### config.mk
export PLATFORM = sky130hd
export DESIGN_NAME = pa_sched
export DESIGN_NICKNAME = d
export VERILOG_FILES = /design/src/rtl/pa_sched_pkg.sv /design/src/rtl/pa_sched_cnt.sv /design/src/rtl/pa_sched.sv
export SDC_FILE = /design/constraint.sdc
export NUM_CORES = 1
export LEC_CHECK = 0
export BUFFER_PORTS_ARGS = -buffer_cell sky130_fd_sc_hd__buf_4
export CAP_MARGIN = 0
export CORE_AREA = 4 4 417 419
export CTS_BUF_LIST = sky130_fd_sc_hd__clkbuf_4 sky130_fd_sc_hd__clkbuf_8
export DETAILED_ROUTE_END_ITERATION = 8
export DIE_AREA = 0 0 421 423
export GPL_ROUTABILITY_DRIVEN = 0
export GPL_TIMING_DRIVEN = 0
export PLACE_DENSITY = 0.3
export SETUP_SLACK_MARGIN = 0.4
export SYNTH_ARGS = -nofsm -noshare
export SYNTH_HDL_FRONTEND = slang
export SYNTH_HIERARCHICAL = 1
export SYNTH_SLANG_ARGS = --single-unit
### constraint.sdc
create_clock -name clk -period 2.65 [get_ports clk]
set_input_delay 0.53 -clock clk [delete_from_list [all_inputs] [get_ports clk]]
set_output_delay 0.53 -clock clk [all_outputs]
set_load 0.05 [all_outputs]
### src/rtl/pa_sched_pkg.sv
// Shared types and default geometry for the processing-array tile sequencer.
// The drain counter width helper keeps a zero-length drain from collapsing to a 0-bit vector.
package pa_sched_pkg;

    localparam int SIZE_MAT_DEF       = 16;
    localparam int WIDTH_DATA_DEF     = 16;
    localparam int WIDTH_LBIT_CNT_DEF = 6;
    localparam int WIDTH_HBIT_CNT_DEF = 3;
    localparam int DRAIN_CYC_DEF      = 2 * SIZE_MAT_DEF - 2;

    typedef enum logic [2:0] {
        ST_IDLE   = 3'd0,
        ST_FEED   = 3'd1,
        ST_DRAIN  = 3'd2,
        ST_RESULT = 3'd3,
        ST_DONE   = 3'd4
    } pa_state_e;

    function automatic int drain_cnt_w(input int drain_cyc);
        return (drain_cyc > 0) ? $clog2(drain_cyc + 1) : 1;
    endfunction

endpackage

### src/rtl/pa_sched_cnt.sv
// Up-counter with synchronous clear (priority over enable) and a terminal-count
// flag that is high while the count equals the limit input.
module pa_sched_cnt
    import pa_sched_pkg::*;
#(
    parameter int WIDTH = 4
) (
    input  logic             clk,
    input  logic             rst_n,
    input  logic             clr_i,
    input  logic             en_i,
    input  logic [WIDTH-1:0] limit_i,
    output logic [WIDTH-1:0] cnt_o,
    output logic             tc_o
);

    logic [WIDTH-1:0] cnt_q;
    logic [WIDTH-1:0] cnt_d;

    always_comb begin
        cnt_d = cnt_q;
        if (clr_i) begin
            cnt_d = '0;
        end else if (en_i) begin
            cnt_d = cnt_q + WIDTH'(1);
        end
    end

    always_ff @(posedge clk) begin
        if (!rst_n) begin
            cnt_q <= '0;
        end else begin
            cnt_q <= cnt_d;
        end
    end

    assign cnt_o = cnt_q;
    assign tc_o  = (cnt_q == limit_i);

endmodule

### src/rtl/pa_sched.sv
// Tile sequencer: streams upstream vector pairs onto the array buses, pads each tile
// with zero drain cycles, then holds a result handshake before the next tile.
module pa_sched
    import pa_sched_pkg::*;
#(
    parameter int SIZE_MAT       = SIZE_MAT_DEF,
    parameter int WIDTH_DATA     = WIDTH_DATA_DEF,
    parameter int WIDTH_LBIT_CNT = WIDTH_LBIT_CNT_DEF,
    parameter int WIDTH_HBIT_CNT = WIDTH_HBIT_CNT_DEF,
    parameter int DRAIN_CYC      = 2 * SIZE_MAT - 2,
    localparam int BUS_W         = SIZE_MAT * WIDTH_DATA,
    localparam int DRAIN_W       = drain_cnt_w(DRAIN_CYC)
) (
    input  logic                      clk,
    input  logic                      rst_n,
    input  logic                      start_i,
    input  logic [WIDTH_LBIT_CNT-1:0] k_len_i,
    input  logic [WIDTH_HBIT_CNT-1:0] n_tile_i,
    input  logic                      src_valid_i,
    input  logic [BUS_W-1:0]          v_src_i,
    input  logic [BUS_W-1:0]          h_src_i,
    output logic                      src_rd_o,
    input  logic                      pa_read_en_i,
    output logic                      pa_data_rdy_o,
    output logic [BUS_W-1:0]          v_bus_o,
    output logic [BUS_W-1:0]          h_bus_o,
    output logic                      bus_vld_o,
    output logic [WIDTH_HBIT_CNT-1:0] tile_idx_o,
    output logic                      res_valid_o,
    input  logic                      res_ready_i,
    output logic                      busy_o,
    output logic                      done_o,
    output logic [2:0]                dbg_state_o,
    output logic [WIDTH_LBIT_CNT-1:0] dbg_k_cnt_o,
    output logic [DRAIN_W-1:0]        dbg_d_cnt_o
);

    // Handshakes: a pair moves on src_rd_o (= FEED & src_valid_i & pa_read_en_i), with no
    // back-pressure beyond that AND; a tile result moves on the edge where res_valid_o & res_ready_i.
    localparam logic [DRAIN_W-1:0] DRAIN_LIM = (DRAIN_CYC > 0) ? DRAIN_W'(DRAIN_CYC - 1) : '0;

    pa_state_e                 state_q, state_d;
    logic [WIDTH_LBIT_CNT-1:0] k_len_q, k_len_d;
    logic [WIDTH_HBIT_CNT-1:0] n_tile_q, n_tile_d;
    logic [BUS_W-1:0]          v_bus_q, v_bus_d;
    logic [BUS_W-1:0]          h_bus_q, h_bus_d;
    logic                      bus_vld_q, bus_vld_d;
    logic                      res_valid_q, res_valid_d;
    logic                      done_q, done_d;

    logic                      transfer;
    logic                      start_ok;
    logic                      res_hs;
    logic                      k_tc, d_tc, t_tc;
    logic                      k_clr, d_clr, t_clr;
    logic [WIDTH_HBIT_CNT-1:0] tile_cnt;

    assign transfer = (state_q == ST_FEED) & src_valid_i & pa_read_en_i;
    assign start_ok = (state_q == ST_IDLE) & start_i & (k_len_i != '0) & (n_tile_i != '0);
    assign res_hs   = (state_q == ST_RESULT) & res_ready_i;

    assign k_clr = start_ok | (res_hs & ~t_tc);
    assign d_clr = transfer & k_tc;
    assign t_clr = start_ok;

    pa_sched_cnt #(.WIDTH(WIDTH_LBIT_CNT)) u_k_cnt (
        .clk     (clk),
        .rst_n   (rst_n),
        .clr_i   (k_clr),
        .en_i    (transfer),
        .limit_i (k_len_q - WIDTH_LBIT_CNT'(1)),
        .cnt_o   (dbg_k_cnt_o),
        .tc_o    (k_tc)
    );

    pa_sched_cnt #(.WIDTH(DRAIN_W)) u_d_cnt (
        .clk     (clk),
        .rst_n   (rst_n),
        .clr_i   (d_clr),
        .en_i    (state_q == ST_DRAIN),
        .limit_i (DRAIN_LIM),
        .cnt_o   (dbg_d_cnt_o),
        .tc_o    (d_tc)
    );

    pa_sched_cnt #(.WIDTH(WIDTH_HBIT_CNT)) u_t_cnt (
        .clk     (clk),
        .rst_n   (rst_n),
        .clr_i   (t_clr),
        .en_i    (res_hs & ~t_tc),
        .limit_i (n_tile_q - WIDTH_HBIT_CNT'(1)),
        .cnt_o   (tile_cnt),
        .tc_o    (t_tc)
    );

    always_comb begin
        state_d = state_q;
        unique case (state_q)
            ST_IDLE: begin
                if (start_ok) state_d = ST_FEED;
            end
            ST_FEED: begin
                if (transfer && k_tc) state_d = (DRAIN_CYC == 0) ? ST_RESULT : ST_DRAIN;
            end
            ST_DRAIN: begin
                if (d_tc) state_d = ST_RESULT;
            end
            ST_RESULT: begin
                if (res_hs) state_d = t_tc ? ST_DONE : ST_FEED;
            end
            ST_DONE: begin
                state_d = ST_IDLE;
            end
            default: begin
                state_d = ST_IDLE;
            end
        endcase
    end

    // Lengths are captured only on an accepted start, so later input changes are ignored.
    always_comb begin
        k_len_d     = start_ok ? k_len_i : k_len_q;
        n_tile_d    = start_ok ? n_tile_i : n_tile_q;
        v_bus_d     = transfer ? v_src_i : '0;
        h_bus_d     = transfer ? h_src_i : '0;
        bus_vld_d   = transfer;
        res_valid_d = (state_d == ST_RESULT);
        done_d      = (state_d == ST_DONE);
    end

    always_ff @(posedge clk) begin
        if (!rst_n) begin
            state_q     <= ST_IDLE;
            k_len_q     <= '0;
            n_tile_q    <= '0;
            v_bus_q     <= '0;
            h_bus_q     <= '0;
            bus_vld_q   <= 1'b0;
            res_valid_q <= 1'b0;
            done_q      <= 1'b0;
        end else begin
            state_q     <= state_d;
            k_len_q     <= k_len_d;
            n_tile_q    <= n_tile_d;
            v_bus_q     <= v_bus_d;
            h_bus_q     <= h_bus_d;
            bus_vld_q   <= bus_vld_d;
            res_valid_q <= res_valid_d;
            done_q      <= done_d;
        end
    end

    assign src_rd_o      = transfer;
    assign pa_data_rdy_o = (state_q == ST_FEED) | (state_q == ST_DRAIN);
    assign v_bus_o       = v_bus_q;
    assign h_bus_o       = h_bus_q;
    assign bus_vld_o     = bus_vld_q;
    assign tile_idx_o    = tile_cnt;
    assign res_valid_o   = res_valid_q;
    assign busy_o        = (state_q != ST_IDLE);
    assign done_o        = done_q;
    assign dbg_state_o   = state_q;

endmodule

Word-level counts from Yosys, hierarchy flattened
Cells that the tools add are included.
{"block": "classes", "n_addsub": 5, "n_eq_ne": 8, "mux": 6, "n_bitwise": 12, "n_reduce_logical": 9}
{"cell": "two-way mux 3 bit", "count": 5}
{"cell": "one-hot mux 3 bit (4 select lines)", "count": 1}
{"cell": "== test 3 x 2 -> 1 bit (second input constant)", "count": 3}
{"cell": "bitwise AND 1 bit", "count": 8}
{"cell": "adder 6 x 1 -> 6 bit (second input constant)", "count": 1}
{"cell": "== test 6 bit", "count": 1}
{"cell": "nonzero test 3 bit", "count": 2}
{"cell": "nonzero test 6 bit", "count": 1}
{"cell": "OR reduction 2 bit", "count": 3}
{"cell": "subtractor 6 x 1 -> 6 bit (second input constant)", "count": 1}
{"cell": "adder 5 x 1 -> 5 bit (second input constant)", "count": 1}
{"cell": "== test 5 bit (second input constant)", "count": 1}
{"cell": "adder 3 x 1 -> 3 bit (second input constant)", "count": 1}
{"cell": "== test 3 x 1 -> 1 bit (second input constant)", "count": 1}
{"cell": "== test 3 bit", "count": 1}
{"cell": "== test 3 bit (second input constant)", "count": 1}
{"cell": "zero test 3 bit", "count": 1}
{"cell": "subtractor 3 x 1 -> 3 bit (second input constant)", "count": 1}
{"cell": "NOT 1 bit", "count": 2}
{"cell": "OR 1 bit", "count": 2}
{"cell": "AND reduction 2 bit", "count": 1}
{"cell": "logical AND 1 bit", "count": 1}
{"block": "totals", "ff_bits": 541, "input_bits": 527, "output_inout_bits": 535, "wordCells": 51}

Longest topological paths before layout
{"block": "depth", "depth_word": 7, "depth_mapped": 11, "mapped_depth_nobuf": 11}

Cells and area by module
The synthesis kept the hierarchy.
{"mod": "pa_sched", "n_inst": 1, "cells_per_inst": 1179, "area_each_um2": 14543.9, "seq_area_each_um2": 10550.1}
{"mod": "pa_sched_cnt (u_k_cnt)", "n_inst": 1, "cells_per_inst": 33, "area_each_um2": 309.0, "seq_area_each_um2": 120.1}
{"mod": "pa_sched_cnt (u_d_cnt)", "n_inst": 1, "cells_per_inst": 27, "area_each_um2": 252.7, "seq_area_each_um2": 100.1}
{"mod": "pa_sched_cnt (u_t_cnt)", "n_inst": 1, "cells_per_inst": 16, "area_each_um2": 167.7, "seq_area_each_um2": 60.1}

Least setup slack after synthesis
No wires, ideal clock.
{"block": "synth_path", "path_type": "register to register", "from": "reg state_q[0], in the netlist dbg_state_o[0]", "to": "reg u_k_cnt.cnt_q[5], in the netlist u_k_cnt/cnt_o[5]", "setup_time_ns": 0.070, "arrival_ns": 2.907, "required_time_ns": 2.580, "slack_ns": -0.328, "path_stages_with_launch": 7, "path_buffers": 1, "synth_period_minus_slack_ns": 2.978, "path_cell_list": "dfxtp_1 > buf_4 > or3b_4 > nor2_1 > nand4_2 > or3_1 > a21oi_1"}
{"block": "synth_between", "elab_cells_between_ends": 12, "classes_between": "eq/ne: 2; bitwise: 8; reduce/logical: 2"}
{"item": "start, declared", "line": "pa_sched.sv:42", "rtl": "pa_state_e state_q, state_d;"}
{"item": "start signal, assigned", "line": "pa_sched.sv:142", "rtl": "state_q <= state_d;"}
{"item": "== test 3 x 1 -> 1 bit", "line": "pa_sched.sv:58", "rtl": "assign transfer = (state_q == ST_FEED) & src_valid_i & pa_read_en_i;"}
{"item": "bitwise AND 1 bit (2 in a row)", "line": "pa_sched.sv:58"}
{"item": "named net src_rd_o", "line": "pa_sched.sv:22", "rtl": "output logic src_rd_o,"}
{"item": "end signal, assigned", "line": "pa_sched_cnt.sv:33", "rtl": "cnt_q <= cnt_d;"}
{"item": "end, declared", "line": "pa_sched_cnt.sv:17", "rtl": "logic [WIDTH-1:0] cnt_q;"}
The timed path passes the listed nets, and every way through them passes these cells.
A chain may end at the register's enable or synchronous reset.

Worst setup path in the final report
{"block": "layout_path", "from": "reg state_q[0], in the netlist dbg_state_o[0]", "to": "out src_rd_o"}
{"block": "layout_between", "elab_chain_len": 3}
{"item": "== test 3 x 1 -> 1 bit", "line": "pa_sched.sv:58"}
{"item": "bitwise AND 1 bit (2 in a row)", "line": "pa_sched.sv:58"}
{"item": "end, declared", "line": "pa_sched.sv:22"}
Every way passes these cells.

==> out/qor.tcl <==
set qor(io_buffer_count) 1061
set qor(synth_area_leader_cell) {dfxtp_1}
set qor(reg2reg_setup_slack_ns) 0.35
set qor(maxSlewHeadroom_pct) 66.0
set qor(ioPinCount) 1062
set qor(yosys.cell_count.top_type) {dfxtp_1}
set qor(root_cell_of_the_clock_tree) {clkbuf_8}
set qor(antenna_left) 0
set qor(tightest_hold_margin_ns) 0.196
set qor(post_route_cells_drive_above_1_share_pct) 44.3
set qor(timing.setup.tns_ns) 0
set qor(grt_pass1_vias) 16704
set qor(timing.reg2reg.worst_path_depth) 9
set qor(synth-seq-cells) 541
set qor(drc) 0
set qor(worst-setup-path-type) {flip-flop to output port}
set qor(timing.final.max_slew_violations) 0
set qor(hold_violations) 0
set qor(synth_flop_cell) {dfxtp_1}
set qor(synth_top_cell_area_share_pct) 70.9
set qor(critPathSlowestCell) {or3b_4}
set qor(clock_insertion_delay_worst_skew_ns) 0.81
set qor(fin_crit_sh_pct) 93.1
set qor(timing_worst_slew_pin_value_ns) 0.510
set qor(grt-ovfl-total) 0
set qor(cp-start-kind) {flip-flop}
set qor(synthesis.instances) 1255
set qor(synthesis.area_um2) 15300
set qor(core_area_um2) 171000
set qor(netlist_top_cells_count) {dfxtp_1, and2_1, clkbuf_2}
set qor(chipHeight_um) 423
set qor(finalWorstPathRequiredPeriod_ns) 2.47
set qor(vdd_drop_max_v) 0.000352
set qor(drt-initial-drc-count) 455
set qor(synth_enable_flop_cells) 0
set qor(grt_util_all_layers_pct) 11.4
set qor(outcome) {finished, final reports clean}
set qor(num_rows) 152
set qor(tritoncts_clock_tree) {yes}
set qor(p_leak_uw) 0.0155
set qor(yosys_warnings) 6
set qor(global_route.usage.met1_pct) 13.6
set qor(postRouteWirelength_mm) 105
set qor(synth.distinct_cells) 37
set qor(grt_start_max_net_pins) 16
set qor(global_route.usage.met2_pct) 19.8
set qor(htreeDepth) 3
set qor(synthesis.area_per_instance_um2) 12.2
set qor(cts_made_buffers) 109
set qor(grt_setup_unrepaired) {true}
set qor(routed-via-count) 15063
set qor(worst_setup_path_end_kind) {output port}
set qor(gr-usage-met3_pct) 3.34
set qor(max_clock_freq_mhz) 405
set qor(post_detailed_placement_half_perimeter_wirelength_mm) 87.8
set qor(clk_pin_slew_ns) 0.06
set qor(cts.sinks) 541
set qor(cp_max_fo) 3
set qor(die_width_um) 421
set qor(design.die.area_um2) 178000
set qor(synth_async_sr_flop_share_pct) 0
set qor(hold_class) {input pin to flip-flop}
set qor(finClkSkew_ns) 0.0431
set qor(yosysSeqAreaShare_pct) 70.9
set qor(worst_path_largest_cell_delay_ns) 0.41
set qor(min_path_cells) 2
set qor(crit_chain) {buf_6, or3b_4, nor2_4, buf_8}
set qor(cts_max_path_buffers) 3
set qor(timing.max_cap.violations) 0
set qor(grt_pass1_wl_mm) 141
set qor(initial_antenna_violation_count) 44
set qor(avgRoutedWirePerCell_um) 19.8
set qor(area.growth.synth_to_final_pct) 121
set qor(synth_area_leaders) {dfxtp_1, and2_1, clkbuf_2, xor2_1, mux2i_1}
set qor(top_usage_layer) {met2}
set qor(worst-endpoint-arrival_ns) 1.94
set qor(drt_pass1_iterations) 5
set qor(crit_required_ns) 2.12
set qor(via_per_inst) 2.85
set qor(power-per-cell-area_nw_per_um2) 582
set qor(setup_violations) 0
set qor(nNetsFinal) 3495
set qor(initial_core_utilization_pct) 8.95
## cell type report
| cell class | count | area [um^2] |
|---|---|---|
| fillers | 18937 | 137000 |
| multi-input cells | 649 | 4180 |
| diodes | 15 | 37.5 |
| plain buffers | 59 | 329 |
| well taps | 2233 | 2790 |
| flip-flops and latches | 541 | 10800 |
| repair buffers | 1594 | 13300 |
| clock buffers | 172 | 2100 |
| clock inverters | 13 | 173 |
| inverters | 9 | 33.8 |
## per-layer routing
| layer | wire [um] | up-vias |
|---|---|---|
| met5 | 61 | - |
| li1 | - | 7273 |
| met3 | 6350 | 156 |
| met1 | 43300 | 7018 |
| met4 | 2880 | 10 |
| met2 | 52000 | 606 |
## registers in the layout, indices dropped and copies added (netlist names), 3 cells and up
signal / flops
u_k_cnt/cnt_o: 6
v_bus_o: 256
h_bus_o: 256
k_len_q: 6
n_tile_q: 3
u_t_cnt/cnt_o: 3
dbg_state_o: 3
u_d_cnt/cnt_o: 5
## critical path, delay by kind of cell, from the launching register on
| family | cells | cell delay, ns |
|---|---|---|
| flip-flops | 1 | 0.33 |
| buffers and inverters | 2 | 0.26 |
| AND/OR/NAND/NOR | 2 | 0.53 |
## per-stage QoR
| stage | power, uW | instances | cell area (um^2) | util [%] | setup WS, ns |
|---|---|---|---|---|---|
| after floorplan | 9000 | 1258 | 15300 | - | 0.433 |
| after global placement | 9990 | 4552 | 26100 | 15.3 | -0.606 |
| after detailed placement | 10000 | 4553 | 26100 | 15.3 | -0.0836 |
| after CTS | 20300 | 5268 | 33700 | 19.8 | -0.0187 |
| after global routing | 20700 | 5280 | 33800 | 19.8 | -0.0127 |
| final | 19700 | 5285 | 33800 | 19.8 | 0.183 |
## layout by cell type (no fill, tap or decap), types with 2 or more instances in the layout
cell type,n
clkbuf_4,43
mux2i_1,12
xnor2_1,10
inv_1,8
inv_6,2
ha_1,5
diode_2,15
dlygate4sd3_1,523
nor3_1,2
bufinv_16,3
clkbuf_2,45
nand4_1,5
xor2_1,16
clkbuf_1,4
o21ai_0,2
clkinv_2,5
or3_1,2
xnor2_2,3
nor3_2,3
dfxtp_2,8
a21oi_1,2
dfxtp_1,533
nor2_1,21
nor3_4,2
nand2_1,26
buf_4,1061
nand3_1,2
conb_1,5
buf_6,14
clkbuf_8,130
and2_1,505
nand2b_1,3
and2_2,7
a21oi_2,2
buf_2,2
## power by group
part           total, uW  switching (uW)  internal (uW)  leakage [uW]
Combinational       2230             976           1250       0.00987
Sequential          8290            42.3           8250       0.00437
Clock               9180            3900           5280       0.00121
## repair_timing
action / 4_1_cts / 5_1_grt
setup endpoints to repair: 514 / 21
cloned: 0 / 0
endpoints found under the hold margin: 532 / 0
setup buffers: 7 / 2
resized for setup: 26 / 16
hold buffers: 523 / 0
pin swaps: 9 / 1
## worst paths after layout
kind                   from      endpoint
max          dbg_state_o[0]      src_rd_o
min            v_src_i[115]  v_bus_o[115]
max reg2reg      k_len_q[0]   res_valid_o
min reg2reg     n_tile_q[1]   n_tile_q[1]
## kinds of logic (layout without fill, tap and decap cells)
family / Yosys count / in the layout / share of synthesized area (%)
AO/OA/AOI/OAI: 9 / 9 / 0.401
XOR/XNOR: 29 / 29 / 1.66
adder cells (fa/ha/maj): 5 / 5 / 0.410
buffers and inverters: 68 / 1847 / 2.33
flip-flops: 541 / 541 / 70.9
multiplexers: 12 / 12 / 0.786
other: 2 / 20 / 0.0492
AND/OR/NAND/NOR: 589 / 589 / 23.4
Power figures use the tool's default switching activity.
